==> src/rtl/spi_master_crc_gen_if.sv <==
// Handshake and SPI pin bundle for spi_master_crc_gen.
// The master modport is the controller's view; slave is the host/peripheral side.
interface spi_master_crc_gen_if #(
    parameter int unsigned DATA_WIDTH = 8,
    parameter int unsigned NUM_SS     = 1
);
    localparam int unsigned SSW = (NUM_SS > 1) ? $clog2(NUM_SS) : 1;

    logic                  start;
    logic [SSW-1:0]        ss_sel;
    logic [DATA_WIDTH-1:0] data_in_master;
    logic                  miso;
    logic                  sclk_m;
    logic                  mosi;
    logic [NUM_SS-1:0]     ss;
    logic                  busy;
    logic                  finish;
    logic [DATA_WIDTH-1:0] data_out_master;
    logic                  crc_err;

    modport master (
        input  start, ss_sel, data_in_master, miso,
        output sclk_m, mosi, ss, busy, finish, data_out_master, crc_err
    );

    modport slave (
        output start, ss_sel, data_in_master, miso,
        input  sclk_m, mosi, ss, busy, finish, data_out_master, crc_err
    );
endinterface

==> src/rtl/spi_master_crc_gen.sv <==
// SPI master sending DATA_WIDTH data bits plus their CRC, receiving a payload and CRC,
// and flagging a receive CRC mismatch at the end of each frame.
module spi_master_crc_gen #(
    parameter int unsigned          DATA_WIDTH = 8,
    parameter int unsigned          CRC_WIDTH  = 4,
    parameter logic [CRC_WIDTH-1:0] CRC_POLY   = 4'b0011,
    parameter logic [CRC_WIDTH-1:0] CRC_INIT   = '0,
    parameter int unsigned          DIV_FRE    = 10,
    parameter bit                   CPOL       = 1'b0,
    parameter bit                   CPHA       = 1'b0,
    parameter int unsigned          NUM_SS     = 1
) (
    input  logic                 clk_m,
    input  logic                 rst,
    spi_master_crc_gen_if.master bus
);
    localparam int unsigned N     = DATA_WIDTH + CRC_WIDTH;
    localparam int unsigned H     = DIV_FRE / 2;
    localparam int unsigned HW    = (H > 1) ? $clog2(H) : 1;
    localparam int unsigned EDGES = 2 * N;
    localparam int unsigned EW    = $clog2(EDGES + 1);
    localparam int unsigned BW    = $clog2(N + 1);

    typedef enum logic [2:0] {S_IDLE, S_SETUP, S_XFER, S_TRAIL, S_DONE} state_t;

    state_t                r_state,  w_state;
    logic [HW-1:0]         r_cnt,    w_cnt;
    logic [EW-1:0]         r_edge,   w_edge;
    logic [BW-1:0]         r_txb,    w_txb;
    logic [BW-1:0]         r_rxb,    w_rxb;
    logic [N-1:0]          r_tx_sh,  w_tx_sh;
    logic [N-1:0]          r_rx_sh,  w_rx_sh;
    logic [CRC_WIDTH-1:0]  r_tx_crc, w_tx_crc;
    logic [CRC_WIDTH-1:0]  r_rx_crc, w_rx_crc;
    logic                  r_sclk,   w_sclk;
    logic                  r_mosi,   w_mosi;
    logic [NUM_SS-1:0]     r_ss,     w_ss;
    logic                  r_busy,   w_busy;
    logic                  r_finish, w_finish;
    logic [DATA_WIDTH-1:0] r_dout,   w_dout;
    logic                  r_err,    w_err;

    logic [EW-1:0] w_edge_n;
    logic          w_tick;
    logic          w_sample;
    logic          w_advance;

    function automatic logic [CRC_WIDTH-1:0] f_crc_step(input logic [CRC_WIDTH-1:0] crc,
                                                        input logic b);
        logic fb;
        fb = crc[CRC_WIDTH-1] ^ b;
        return CRC_WIDTH'(crc << 1) ^ (fb ? CRC_POLY : '0);
    endfunction

    // Odd edges are leading edges; the phase decides which kind samples and which shifts.
    assign w_edge_n  = r_edge + EW'(1);
    assign w_tick    = (r_cnt == HW'(H - 1));
    assign w_sample  = CPHA ? ~w_edge_n[0] : w_edge_n[0];
    assign w_advance = CPHA ? (w_edge_n[0] && (w_edge_n != EW'(1)))
                            : (~w_edge_n[0] && (w_edge_n != EW'(EDGES)));

    always_comb begin
        w_state  = r_state;
        w_cnt    = r_cnt;
        w_edge   = r_edge;
        w_txb    = r_txb;
        w_rxb    = r_rxb;
        w_tx_sh  = r_tx_sh;
        w_rx_sh  = r_rx_sh;
        w_tx_crc = r_tx_crc;
        w_rx_crc = r_rx_crc;
        w_sclk   = r_sclk;
        w_mosi   = r_mosi;
        w_ss     = r_ss;
        w_busy   = r_busy;
        w_finish = 1'b0;
        w_dout   = r_dout;
        w_err    = r_err;

        unique case (r_state)
            S_IDLE: begin
                if (bus.start && (32'(bus.ss_sel) < NUM_SS)) begin
                    w_state  = S_SETUP;
                    w_cnt    = '0;
                    w_edge   = '0;
                    w_txb    = '0;
                    w_rxb    = '0;
                    w_tx_sh  = {bus.data_in_master, CRC_WIDTH'(0)};
                    w_tx_crc = CRC_INIT;
                    w_rx_crc = CRC_INIT;
                    w_mosi   = bus.data_in_master[DATA_WIDTH-1];
                    w_ss     = ~(NUM_SS'(1) << bus.ss_sel);
                    w_busy   = 1'b1;
                end
            end

            S_SETUP, S_XFER: begin
                w_cnt = r_cnt + HW'(1);
                if (w_tick) begin
                    w_cnt   = '0;
                    w_sclk  = ~r_sclk;
                    w_edge  = w_edge_n;
                    w_state = (w_edge_n == EW'(EDGES)) ? S_TRAIL : S_XFER;
                    if (w_sample) begin
                        w_rx_sh = {r_rx_sh[N-2:0], bus.miso};
                        w_rxb   = r_rxb + BW'(1);
                        if (r_rxb < BW'(DATA_WIDTH)) begin
                            w_rx_crc = f_crc_step(r_rx_crc, bus.miso);
                        end
                    end
                    // The CRC tracks data bits as they leave and is spliced in after the last one.
                    if (w_advance) begin
                        w_tx_sh = r_tx_sh << 1;
                        w_txb   = r_txb + BW'(1);
                        if (r_txb < BW'(DATA_WIDTH)) begin
                            w_tx_crc = f_crc_step(r_tx_crc, r_tx_sh[N-1]);
                            if (r_txb == BW'(DATA_WIDTH - 1)) begin
                                w_tx_sh[N-1 -: CRC_WIDTH] = w_tx_crc;
                            end
                        end
                        w_mosi = w_tx_sh[N-1];
                    end
                end
            end

            S_TRAIL: begin
                w_cnt = r_cnt + HW'(1);
                if (w_tick) begin
                    w_cnt    = '0;
                    w_state  = S_DONE;
                    w_finish = 1'b1;
                    w_ss     = '1;
                    w_dout   = r_rx_sh[N-1:CRC_WIDTH];
                    w_err    = (r_rx_crc != r_rx_sh[CRC_WIDTH-1:0]);
                end
            end

            S_DONE: begin
                w_state = S_IDLE;
                w_busy  = 1'b0;
                w_mosi  = 1'b0;
            end

            default: w_state = S_IDLE;
        endcase
    end

    always_ff @(posedge clk_m) begin
        if (rst) begin
            r_state  <= S_IDLE;
            r_cnt    <= '0;
            r_edge   <= '0;
            r_txb    <= '0;
            r_rxb    <= '0;
            r_tx_sh  <= '0;
            r_rx_sh  <= '0;
            r_tx_crc <= CRC_INIT;
            r_rx_crc <= CRC_INIT;
            r_sclk   <= CPOL;
            r_mosi   <= 1'b0;
            r_ss     <= '1;
            r_busy   <= 1'b0;
            r_finish <= 1'b0;
            r_dout   <= '0;
            r_err    <= 1'b0;
        end else begin
            r_state  <= w_state;
            r_cnt    <= w_cnt;
            r_edge   <= w_edge;
            r_txb    <= w_txb;
            r_rxb    <= w_rxb;
            r_tx_sh  <= w_tx_sh;
            r_rx_sh  <= w_rx_sh;
            r_tx_crc <= w_tx_crc;
            r_rx_crc <= w_rx_crc;
            r_sclk   <= w_sclk;
            r_mosi   <= w_mosi;
            r_ss     <= w_ss;
            r_busy   <= w_busy;
            r_finish <= w_finish;
            r_dout   <= w_dout;
            r_err    <= w_err;
        end
    end

    assign bus.sclk_m          = r_sclk;
    assign bus.mosi            = r_mosi;
    assign bus.ss              = r_ss;
    assign bus.busy            = r_busy;
    assign bus.finish          = r_finish;
    assign bus.data_out_master = r_dout;
    assign bus.crc_err         = r_err;
endmodule
==> src/flat_wrapper.sv <==
// flat-port wrapper written by rule: the top's interface ports become plain ports
module spi_master_crc_gen_flat 
#(
    parameter int unsigned          DATA_WIDTH = 8,
    parameter int unsigned          CRC_WIDTH  = 4,
    parameter logic [CRC_WIDTH-1:0] CRC_POLY   = 4'b0011,
    parameter logic [CRC_WIDTH-1:0] CRC_INIT   = '0,
    parameter int unsigned          DIV_FRE    = 10,
    parameter bit                   CPOL       = 1'b0,
    parameter bit                   CPHA       = 1'b0,
    parameter int unsigned          NUM_SS     = 1
)
  (clk_m, rst, bus_start, bus_ss_sel, bus_data_in_master, bus_miso, bus_sclk_m, bus_mosi, bus_ss, bus_busy, bus_finish, bus_data_out_master, bus_crc_err);
  spi_master_crc_gen_if #(.DATA_WIDTH(DATA_WIDTH), .NUM_SS(NUM_SS)) bus_i ();
  input  logic clk_m;
  input  logic rst;
  input wire logic [$bits(bus_i.start)-1:0] bus_start;
  input wire logic [$bits(bus_i.ss_sel)-1:0] bus_ss_sel;
  input wire logic [$bits(bus_i.data_in_master)-1:0] bus_data_in_master;
  input wire logic [$bits(bus_i.miso)-1:0] bus_miso;
  output wire logic [$bits(bus_i.sclk_m)-1:0] bus_sclk_m;
  output wire logic [$bits(bus_i.mosi)-1:0] bus_mosi;
  output wire logic [$bits(bus_i.ss)-1:0] bus_ss;
  output wire logic [$bits(bus_i.busy)-1:0] bus_busy;
  output wire logic [$bits(bus_i.finish)-1:0] bus_finish;
  output wire logic [$bits(bus_i.data_out_master)-1:0] bus_data_out_master;
  output wire logic [$bits(bus_i.crc_err)-1:0] bus_crc_err;
  assign bus_i.start = bus_start;
  assign bus_i.ss_sel = bus_ss_sel;
  assign bus_i.data_in_master = bus_data_in_master;
  assign bus_i.miso = bus_miso;
  assign bus_sclk_m = bus_i.sclk_m;
  assign bus_mosi = bus_i.mosi;
  assign bus_ss = bus_i.ss;
  assign bus_busy = bus_i.busy;
  assign bus_finish = bus_i.finish;
  assign bus_data_out_master = bus_i.data_out_master;
  assign bus_crc_err = bus_i.crc_err;
  spi_master_crc_gen #(.DATA_WIDTH(DATA_WIDTH), .CRC_WIDTH(CRC_WIDTH), .CRC_POLY(CRC_POLY), .CRC_INIT(CRC_INIT), .DIV_FRE(DIV_FRE), .CPOL(CPOL), .CPHA(CPHA), .NUM_SS(NUM_SS)) u_core (.clk_m(clk_m), .rst(rst), .bus(bus_i));
endmodule
==> config.mk <==
export PLATFORM = sky130hd
export DESIGN_NAME = spi_master_crc_gen_flat
export DESIGN_NICKNAME = d
export VERILOG_FILES = /design/src/rtl/spi_master_crc_gen_if.sv /design/src/rtl/spi_master_crc_gen.sv /design/src/flat_wrapper.sv
export SDC_FILE = /design/constraint.sdc
export NUM_CORES = 1
export LEC_CHECK = 0
export CAP_MARGIN = 20
export CORE_AREA = 2 2 76 78
export CTS_BUF_LIST = sky130_fd_sc_hd__clkbuf_4 sky130_fd_sc_hd__clkbuf_8
export CTS_CLUSTER_DIAMETER = 120
export DETAILED_ROUTE_END_ITERATION = 12
export DIE_AREA = 0 0 78 80
export PLACE_DENSITY = 0.75
export SYNTH_ARGS = -nofsm -noshare
export SYNTH_HDL_FRONTEND = slang
export SYNTH_SLANG_ARGS = --single-unit
==> constraint.sdc <==
create_clock -name clk_m -period 1.82 [get_ports clk_m]
set_clock_uncertainty 0.15 [all_clocks]
set_input_delay 0.364 -clock clk_m [delete_from_list [all_inputs] [get_ports clk_m]]
set_output_delay 0.364 -clock clk_m [all_outputs]
set_load 0.02 [all_outputs]
==> results.py, run 1 <==
metrics = {
    "routing": {
        "drtPass1Iterations": 4,
        "vias": 2490,
        "wl_per_cell_um": 13.73,
        "drt_iter0_drc": 206,
        "ant_nets": 0,
        "via_per_inst": 5.401,
        "drc": 0,
        "totalWireLength_um": 6330,
    },
    "setup_path": {
        "setup.worst_path.start_class": "flop",
        "cpMaxStageDelayCell": "or4_1",
        "crit_path_max_fanout": 6,
        "end_kind": "flop",
        "slowest_delay_ps": 560,
        "crit_chain": "inv_2, ha_4, o2bb2ai_2, o211ai_1, or4_1, a21oi_1",
        "critical_path_class": "reg -> reg",
        "critical_path_required_ps": 1940,
        "crit_buf_inv": 1,
        "cp_top_family": "simple AND/OR/NAND/NOR gates",
        "cp.arrival_ps": 1930,
    },
    "timing": {
        "tightestPinTransition_ps": 421.3,
        "finalSetupViolCount": 0,
        "hold_viol": 0,
        "timing_max_transition_violations_final": 0,
        "min_period_ps": 1813,
        "fmax_mhz": 551.6,
        "rsz0062_at_grt": "true",
        "slew_headroom": 0.7171,
        "period_share": 0.9961,
    },
    "final_layout": {
        "layout.cells.non_filler": 461,
        "diodes": 0,
        "final_common_cell": "dfxtp_1",
        "drive_above_1_share": 0.2416,
        "final_cell_mix": "55 x dfxtp_1, 43 x nand2_1, 36 x nor2_1",
        "syn2layout_area_growth_pct": 37.07,
        "final_nets": 402,
    },
    "grt": {
        "grt_pass1_wl_um": 10690,
        "grt_use_total": 0.2185,
        "grt_pass1_vias": 2318,
        "antenna_found_initial": 0,
        "overflow": 0,
        "grt_max_degree": 34,
    },
    "clock_network": {
        "cts_hold_buf": 0,
        "cts-buffers-inserted": 9,
        "root_buffer": "clkbuf_8",
        "cts_sinks": 61,
        "path_clk_slew_ps": 70,
        "cts_buffer_depth": 2,
        "cts_tree": "done",
        "clock_latency_ps": 340,
        "htree_levels": 3,
    },
    "yosys": {
        "yosysTopAreaCell": "dfxtp_1",
        "yosysSeqAreaShare": 0.4444,
        "synthTopCellsByArea": "dfxtp_1 44%, a21oi_1 6.9%, nand2_1 6.1%",
        "synth.distinct_cells": 46,
        "ys_ff_latch": 61,
        "synth_ff_type": "dfxtp_1",
        "synthCells": 325,
        "syn_area_mm2": 0.002748,
        "synth_area_per_cell_um2": 8.454,
        "ys_warn_count": 0,
        "async_flop_share": 0,
        "synth_edf_count": 0,
        "synth_fp_nets": 343,
        "yosys.area.top_type_share": 0.4444,
    },
    "floorplanning": {
        "die-area_mm2": 0.006240,
        "start_util": 0.5083,
        "fp.dieW_um": 78,
        "ios": 27,
        "num_rows": 27,
        "placeableCoreArea_mm2": 0.005405,
        "die_h_um": 80,
    },
    "power": {
        "leakage_uw": 0.001560,
        "total_power_uw": 3179,
        "pwr_density_cell_mw_per_mm2": 844.0,
        "vdd_drop_max_mv": 0.6013,
    },
    "min_path": {
        "hold_class": "in -> reg",
    },
    "job": {
        "max_cap_violations": 0,
    },
    "placement": {
        "place_hpwl_um": 4169,
        "gp_congestion": 0.8136,
        "port_buffers": 26,
        "dp_cells": 441,
    },
    "outcome": {
        "status": "finished, final reports clean",
    },
}
metal layers:
| layer | up-vias | track usage | wire [um] |
|---|---|---|---|
| li1 | 1241 | - | - |
| met1 | 1179 | 0.2814 | 2808 |
| met2 | 64 | 0.3500 | 3082 |
| met3 | 6 | 0.05543 | 368 |
| met4 | 0 | 0.08947 | 71 |
| met5 | - | 0 | 0 |
through the flow:
stage	hold slack [ps]	util	setup WS (ps)	area, um^2	TNS, ps
after floorplan	286.0	-	0.3613	2774	0
after global placement	296.7	0.6229	-399.7	3367	-8307
after detailed placement	313.4	0.6229	-410.1	3367	-8980
after CTS	255.8	0.6729	0.06128	3637	0
after global routing	301.7	0.6968	-82.63	3766	-843.6
final	279.5	0.6968	7.055	3766	0
power by group:
part	switching (uW)	leakage [uW]	internal, uW
clock network	568	0.000120	916
logic	168	0.000944	150
registers	18.0	0.000497	1360
area by class of cell:
cell class	instances	area, um^2
Inverter	4	15.01
Sequential cell	61	1234
Fill cell	399	1639
Timing Repair Buffer	68	660.6
Multi-Input combinational cell	240	1519
Clock inverter	7	123.9
Tap cell	72	90.09
Clock buffer	9	123.9
cells in the mapped netlist (3+ instances only):
cell type	n
dfxtp_1	61
nand2_1	45
a21oi_1	38
nor2_1	38
mux2i_1	15
clkbuf_1	12
o21ai_0	11
nand3_1	10
buf_2	7
nor3_1	6
xnor2_1	6
xor2_1	6
ha_1	5
o211ai_1	5
a211oi_1	4
a311oi_1	4
inv_1	4
nand2b_1	4
nand4_1	4
a31oi_1	3
nand3b_1	3
nor2b_1	3
cell families (layout without fill, tap and decap cells):
logic type,after synthesis,count (layout),synth area share
and+or+nand+nor,129,129,0.2259
adders and majority gates,5,5,0.02277
buffers and inverters,24,88,0.03597
AOI/OAI and AO/OA,77,77,0.1680
xor gates and xnor gates,13,13,0.04417
muxes,16,16,0.05874
DFF,61,61,0.4444
flip-flops by register name, indices dropped and copies added, names as in the netlist, 3 cells and up:
register / flops
u_core.r_rx_sh: 12
u_core.bus.data_out_master: 8
u_core.r_tx_sh: 8
u_core.r_edge: 5
u_core.r_rx_crc: 4
u_core.r_rxb: 4
u_core.r_tx_crc: 4
u_core.r_txb: 4
u_core.r_cnt: 3
u_core.r_state: 3
repair_timing:
| action | in CTS | in global routing |
|---|---|---|
| gates cloned | 1 | 0 |
| gates resized for setup | 15 | 35 |
| pin swaps | 5 | 12 |
| endpoints found under the setup margin | 16 | 30 |
| setup buffers | 0 | 4 |
worst paths after layout:
kind	from	end	slack, ps	cells after the start
max	u_core.r_cnt[0]	u_core.r_edge[4]	7	6
min reg2reg	u_core.r_rx_sh[8]	u_core.r_rx_sh[9]	320	2
min	rst	u_core.r_rxb[1]	280	2
max reg2reg	u_core.r_cnt[0]	u_core.r_edge[4]	7	6
(Power assumes the default switching activity.)
==> run 2: changes to the inputs <==
Settings changed: CORE_AREA 2 2 76 78 to 2 2 108 110, DIE_AREA 0 0 78 80 to 0 0 110 112, PLACE_DENSITY 0.75 to default.
==> run 2 against run 1 <==
  * The run now ends with negative setup slack left
  * First-iteration DRC count shrank 40%
  * Power shrank 9.6%
  * Highest routed layer unchanged
  * Die area grew 97%
==> results.py, run 2 (synthesis gave the netlist of run 1 again) <==
metrics = {
    "floorplanning": {
        "num_rows": 39,
        "die-area_mm2": 0.01232,
        "die_h_um": 112,
        "start_util": 0.2459,
        "fp.dieW_um": 110,
        "ios": 27,
        "placeableCoreArea_mm2": 0.01117,
    },
    "placement": {
        "port_buffers": 26,
        "placedInstanceArea_mm2": 0.003468,
        "place_hpwl_um": 4383,
        "gp_congestion": 0.8385,
        "place_ws_ps": -499.7,
        "dp_cells": 512,
    },
    "final_layout": {
        "top_register": "u_core.r_rx_sh",
        "fillers": 1123,
        "syn2layout_area_growth_pct": 39.98,
        "final_common_cell": "dfxtp_1",
        "largest_reg_flops": 12,
        "drive_above_1_share": 0.2558,
        "final_cell_mix": "55 x dfxtp_1, 43 x nand2_1, 36 x buf_4",
        "design_area_mm2": 0.003846,
        "final_nets": 404,
        "diodes": 0,
        "layout.cells.non_filler": 534,
    },
    "routing": {
        "via_per_inst": 4.639,
        "drt_iter0_drc": 123,
        "totalWireLength_um": 6546,
        "drtPass1Iterations": 4,
        "drc": 0,
        "ant_nets": 0,
        "wl_per_cell_um": 12.26,
        "vias": 2477,
    },
    "setup_path": {
        "rr_endpoint": "u_core.r_txb[0]",
        "crit_buf_inv": 2,
        "slowest_delay_ps": 370,
        "r2r_cells": 7,
        "setup.worst_path.start_class": "flop",
        "worstSetupPathDepth": 7,
        "startpoint": "u_core.r_state[1]",
        "cp.arrival_ps": 2040,
        "cp_top_family": "compound AO/OA/AOI/OAI gates",
        "crit_chain": "buf_6, or2_4, o211ai_1, a21oi_2, buf_6, mux2_4, nor2_2",
        "rrSetupSlack_ps": -80,
        "cp-endpoint": "u_core.r_txb[0]",
        "critical_path_required_ps": 1960,
        "crit_path_max_fanout": 7,
        "cpMaxStageDelayCell": "dfxtp_4",
        "critical_path_class": "reg -> reg",
        "r2r-start": "u_core.r_state[1]",
        "end_kind": "flop",
        "worst_path_most_repeated_cell": "buf_6",
    },
    "timing": {
        "tightestPinTransition_ps": 402.6,
        "period_share": 1.045,
        "finalSetupViolCount": 7,
        "rsz0062_at_grt": "true",
        "min_period_ps": 1902,
        "timing_max_transition_violations_final": 0,
        "fmax_mhz": 525.9,
        "hold_viol": 0,
        "slew_headroom": 0.7304,
        "fin_ws_ps": -81.65,
    },
    "clock_network": {
        "cts_tree": "done",
        "cts_sinks": 61,
        "clock_latency_ps": 350,
        "root_buffer": "clkbuf_8",
        "cts-buffers-inserted": 9,
        "htree_levels": 3,
        "cts_buffer_depth": 2,
        "path_clk_slew_ps": 80,
        "cts_hold_buf": 0,
    },
    "min_path": {
        "hold_class": "reg -> reg",
    },
    "power": {
        "leakage_uw": 0.001450,
        "total_power_uw": 2874,
        "pwr_density_cell_mw_per_mm2": 747.2,
        "vdd_drop_max_mv": 0.4288,
    },
    "grt": {
        "grt_use_total": 0.1127,
        "antenna_found_initial": 0,
        "grt_pass1_wl_um": 11180,
        "grt_max_degree": 62,
        "grt_pass1_vias": 2420,
        "overflow": 0,
    },
    "job": {
        "max_cap_violations": 0,
    },
    "outcome": {
        "status": "finished with violations",
        "violations": "negative setup slack",
    },
}
[run 2: power by group]
group | switching (uW) | internal [uW] | leakage (uW)
clock network | 638 | 524 | 0.0000931
logic | 173 | 164 | 0.000859
registers | 18.4 | 1360 | 0.000497
total | 829 | 2040 | 0.00145
[run 2: repair_timing]
item / 4_1_cts / 5_1_grt
pin swaps: 6 / 12
gates cloned: 1 / 0
resized for setup: 28 / 30
endpoints found under the setup margin: 35 / 41
setup buffers: 3 / 2
[run 2: metal layers]
layer | global-route usage | wire length (um)
met1 | 0.1489 | 3125
met2 | 0.1763 | 3160
met3 | 0.02869 | 187
met4 | 0.04051 | 72
met5 | 0 | 0
[run 2: tightest hold or removal path, delay by kind of cell (launching register included)]
kind,cells,cell delay (ps)
AOI/OAI and AO/OA,1,70
buffers and inverters,1,40
DFF,1,320
[run 2: area by class of cell]
class,count,area (um^2),area share
multi-input cells,240,1582,0.4112
repair buffers,70,648.1,0.1685
clock inverters,7,62.56,0.01627
clock buffers,9,123.9,0.03221
flip-flops and latches,61,1236,0.3214
well taps,143,178.9,0.04652
inverters,4,15.01,0.003904
[run 2: through the flow]
step,setup TNS (ps),hold WS [ps],utilization
after global placement,-8461,300.7,0.3104
after detailed placement,-9137,319.1,0.3104
final,-185.0,323.0,0.3442
after global routing,-1394,325.7,0.3442
after floorplan,0,286.0,-
after CTS,-221.8,316.9,0.3318
[run 2: how the worst min path moves through the flow]
stage                             startpoint                             to  slack (ps)  cells after the start
after floorplan           u_core.r_rx_sh[11]             u_core.r_rx_sh[11]         290                      2
after global placement    u_core.r_rx_sh[11]             u_core.r_rx_sh[11]         300                      2
after detailed placement  u_core.r_rx_sh[10]             u_core.r_rx_sh[10]         320                      2
after CTS                                rst  u_core.bus.data_out_master[7]         320                      3
after global routing                     rst  u_core.bus.data_out_master[7]         330                      3
final                          u_core.bus.ss                  u_core.bus.ss         320                      2
==> run 3: changes to the inputs <==
Settings changed: SLEW_MARGIN from default to 30.
==> results of run 3 <==
Same layout as run 2: the final DEF is identical, and so are final timing and power.
==> RTL edit (settings of run 2) <==
`NUM_SS` is set to 1 in 3 places; all go to 2.
--- a/src/rtl/spi_master_crc_gen_if.sv
+++ b/src/rtl/spi_master_crc_gen_if.sv
@@ -2,7 +2,7 @@
 // The master modport is the controller's view; slave is the host/peripheral side.
 interface spi_master_crc_gen_if #(
     parameter int unsigned DATA_WIDTH = 8,
-    parameter int unsigned NUM_SS     = 1
+    parameter int unsigned NUM_SS     = 2
 );
     localparam int unsigned SSW = (NUM_SS > 1) ? $clog2(NUM_SS) : 1;
 
--- a/src/rtl/spi_master_crc_gen.sv
+++ b/src/rtl/spi_master_crc_gen.sv
@@ -8,7 +8,7 @@
     parameter int unsigned          DIV_FRE    = 10,
     parameter bit                   CPOL       = 1'b0,
     parameter bit                   CPHA       = 1'b0,
-    parameter int unsigned          NUM_SS     = 1
+    parameter int unsigned          NUM_SS     = 2
 ) (
     input  logic                 clk_m,
     input  logic                 rst,
--- a/src/flat_wrapper.sv
+++ b/src/flat_wrapper.sv
@@ -8,7 +8,7 @@
     parameter int unsigned          DIV_FRE    = 10,
     parameter bit                   CPOL       = 1'b0,
     parameter bit                   CPHA       = 1'b0,
-    parameter int unsigned          NUM_SS     = 1
+    parameter int unsigned          NUM_SS     = 2
 )
   (clk_m, rst, bus_start, bus_ss_sel, bus_data_in_master, bus_miso, bus_sclk_m, bus_mosi, bus_ss, bus_busy, bus_finish, bus_data_out_master, bus_crc_err);
   spi_master_crc_gen_if #(.DATA_WIDTH(DATA_WIDTH), .NUM_SS(NUM_SS)) bus_i ();
Ports: changed (resized bus_ss); port bits go from 27 to 28. No check against the original RTL was run, so the function may have changed too.
==> RTL edit against run 2 <==
Clock power decreased by 6%; critical endpoint is now u_core.r_txb[2]; final cell count increased by 2.6%; routed wire length increased by 12%; sequential cell count increased by 1; largest power group unchanged; the flow still finishes with violations (setup timing); setup slack improved by 3.8 ps; power decreased by 1.4%; synthesized area increased by 2.6%; via count increased by 4.6%; sequential share of layout area increased by 0.41 points; critical path type unchanged; design area about the same.
==> RTL edit: results <==
<?xml version="1.0" encoding="UTF-8"?>
<metrics>
  <group name="layout">
    <metric name="drive_gt1_share" unit="%">25.93</metric>
    <metric name="final-instance-count-excl-fill" unit="">548</metric>
    <metric name="post-route-cell-area" unit="µm²">3847</metric>
  </group>
  <group name="logic_synthesis">
    <metric name="synth-seq-area-share" unit="%">44.05</metric>
    <metric name="largest_cells_by_area_after_synthesis" unit="">dfxtp_1, nand2_1, a21oi_1</metric>
    <metric name="synth_fp_nets" unit="">353</metric>
    <metric name="synth.lib_cells_used.distinct" unit="">49</metric>
    <metric name="synth_compound_gate_area_share" unit="%">17.10</metric>
    <metric name="syn-instance-count" unit="">335</metric>
  </group>
  <group name="timing">
    <metric name="setup_ws" unit="ps">-77.81</metric>
    <metric name="final_setup_violation_count" unit="">18</metric>
    <metric name="fin_setup_tns" unit="ps">-439.3</metric>
  </group>
  <group name="worst_setup_path">
    <metric name="critPathSlowestCell" unit="">or4b_4</metric>
    <metric name="critPathArrivalTime" unit="ps">1980</metric>
    <metric name="critical_path.max_stage_delay" unit="ps">550</metric>
    <metric name="worst_r2r_startpoint" unit="">u_core.r_state[0]</metric>
    <metric name="worstRegToRegCells" unit="">6</metric>
  </group>
  <group name="placement">
    <metric name="gp_routability_congestion" unit="">0.7997</metric>
    <metric name="placedCellCount" unit="">519</metric>
  </group>
  <group name="worst_hold_path">
    <metric name="holdPathStages" unit="">3</metric>
    <metric name="worst_hold_startpoint" unit="">rst</metric>
    <metric name="hp-class" unit="">in -&gt; reg</metric>
  </group>
  <group name="routing">
    <metric name="met2_length" unit="µm">3278</metric>
    <metric name="route.detailed.wl_per_inst" unit="µm">13.36</metric>
    <metric name="wirelength_met1" unit="µm">3336</metric>
    <metric name="viasPerCell" unit="">4.730</metric>
  </group>
  <group name="outcome">
    <metric name="failed_checks" unit="">setup timing</metric>
    <metric name="status" unit="">finished with violations</metric>
  </group>
  <group name="global_routing">
    <metric name="grt_pass1_vias" unit="">2427</metric>
    <metric name="grtUsageTotal" unit="%">12.45</metric>
    <metric name="grt_max_degree" unit="">54</metric>
  </group>
  <group name="power_and_ir_drop">
    <metric name="seq_power_share" unit="%">49.5</metric>
  </group>
</metrics>
-- RTL edit: changes by cell type after synthesis, moves of 4 or more --
cell / before / now
mux2i_1: 15 / 4
a21oi_1: 38 / 43
nand2_1: 45 / 74
o21ai_0: 11 / 6
xor2_1: 6 / 10
nor2_1: 38 / 27
buf_2: 7 / 1
buf_6: 0 / 4
clkbuf_1: 12 / 8
-- RTL edit: logic make-up after synthesis --
group | after synthesis
and+or+nand+nor | 147
buffers and inverters | 24
DFF | 62
xor gates and xnor gates | 17
muxes | 4
AOI/OAI and AO/OA | 76
adders and majority gates | 5
-- RTL edit: worst max-delay path: cells and delay by family (launching register included) --
family                 cells  cell delay (ps)
AO/OA/AOI/OAI              2              380
buffers and inverters      1              160
flip-flops                 1              350
multiplexers               1              120
AND/OR/NAND/NOR            2              640
-- RTL edit: routing by layer --
metal  global-route usage (%)  up-vias
met4                    5.907        0
met1                    16.34     1203
met5                        0        -
met2                    18.36       70
met3                    3.923       21
li1                         -     1298
-- RTL edit: layout make-up --
type	count	share of cell area, %
Tap cell	143	4.650
Sequential cell	62	32.55
Multi-Input combinational cell	250	41.33
Clock inverter	7	1.333
Clock buffer	9	3.220
Timing Repair Buffer	73	16.52
Inverter	4	0.3902
-- RTL edit: worst max-delay path by stage --
stage / start / endpoint / slack, ps / cells past startpoint
floorplan: u_core.r_state[1] / u_core.r_txb[3] / -110 / 7
global placement: bus_start / u_core.r_tx_sh[5] / -530 / 6
detailed placement: bus_start / u_core.r_tx_sh[7] / -580 / 6
CTS: u_core.r_state[0] / u_core.r_tx_sh[10] / -60 / 6
global route: u_core.r_state[0] / u_core.r_tx_sh[7] / -140 / 5
finish: u_core.r_state[0] / u_core.r_txb[2] / -80 / 6
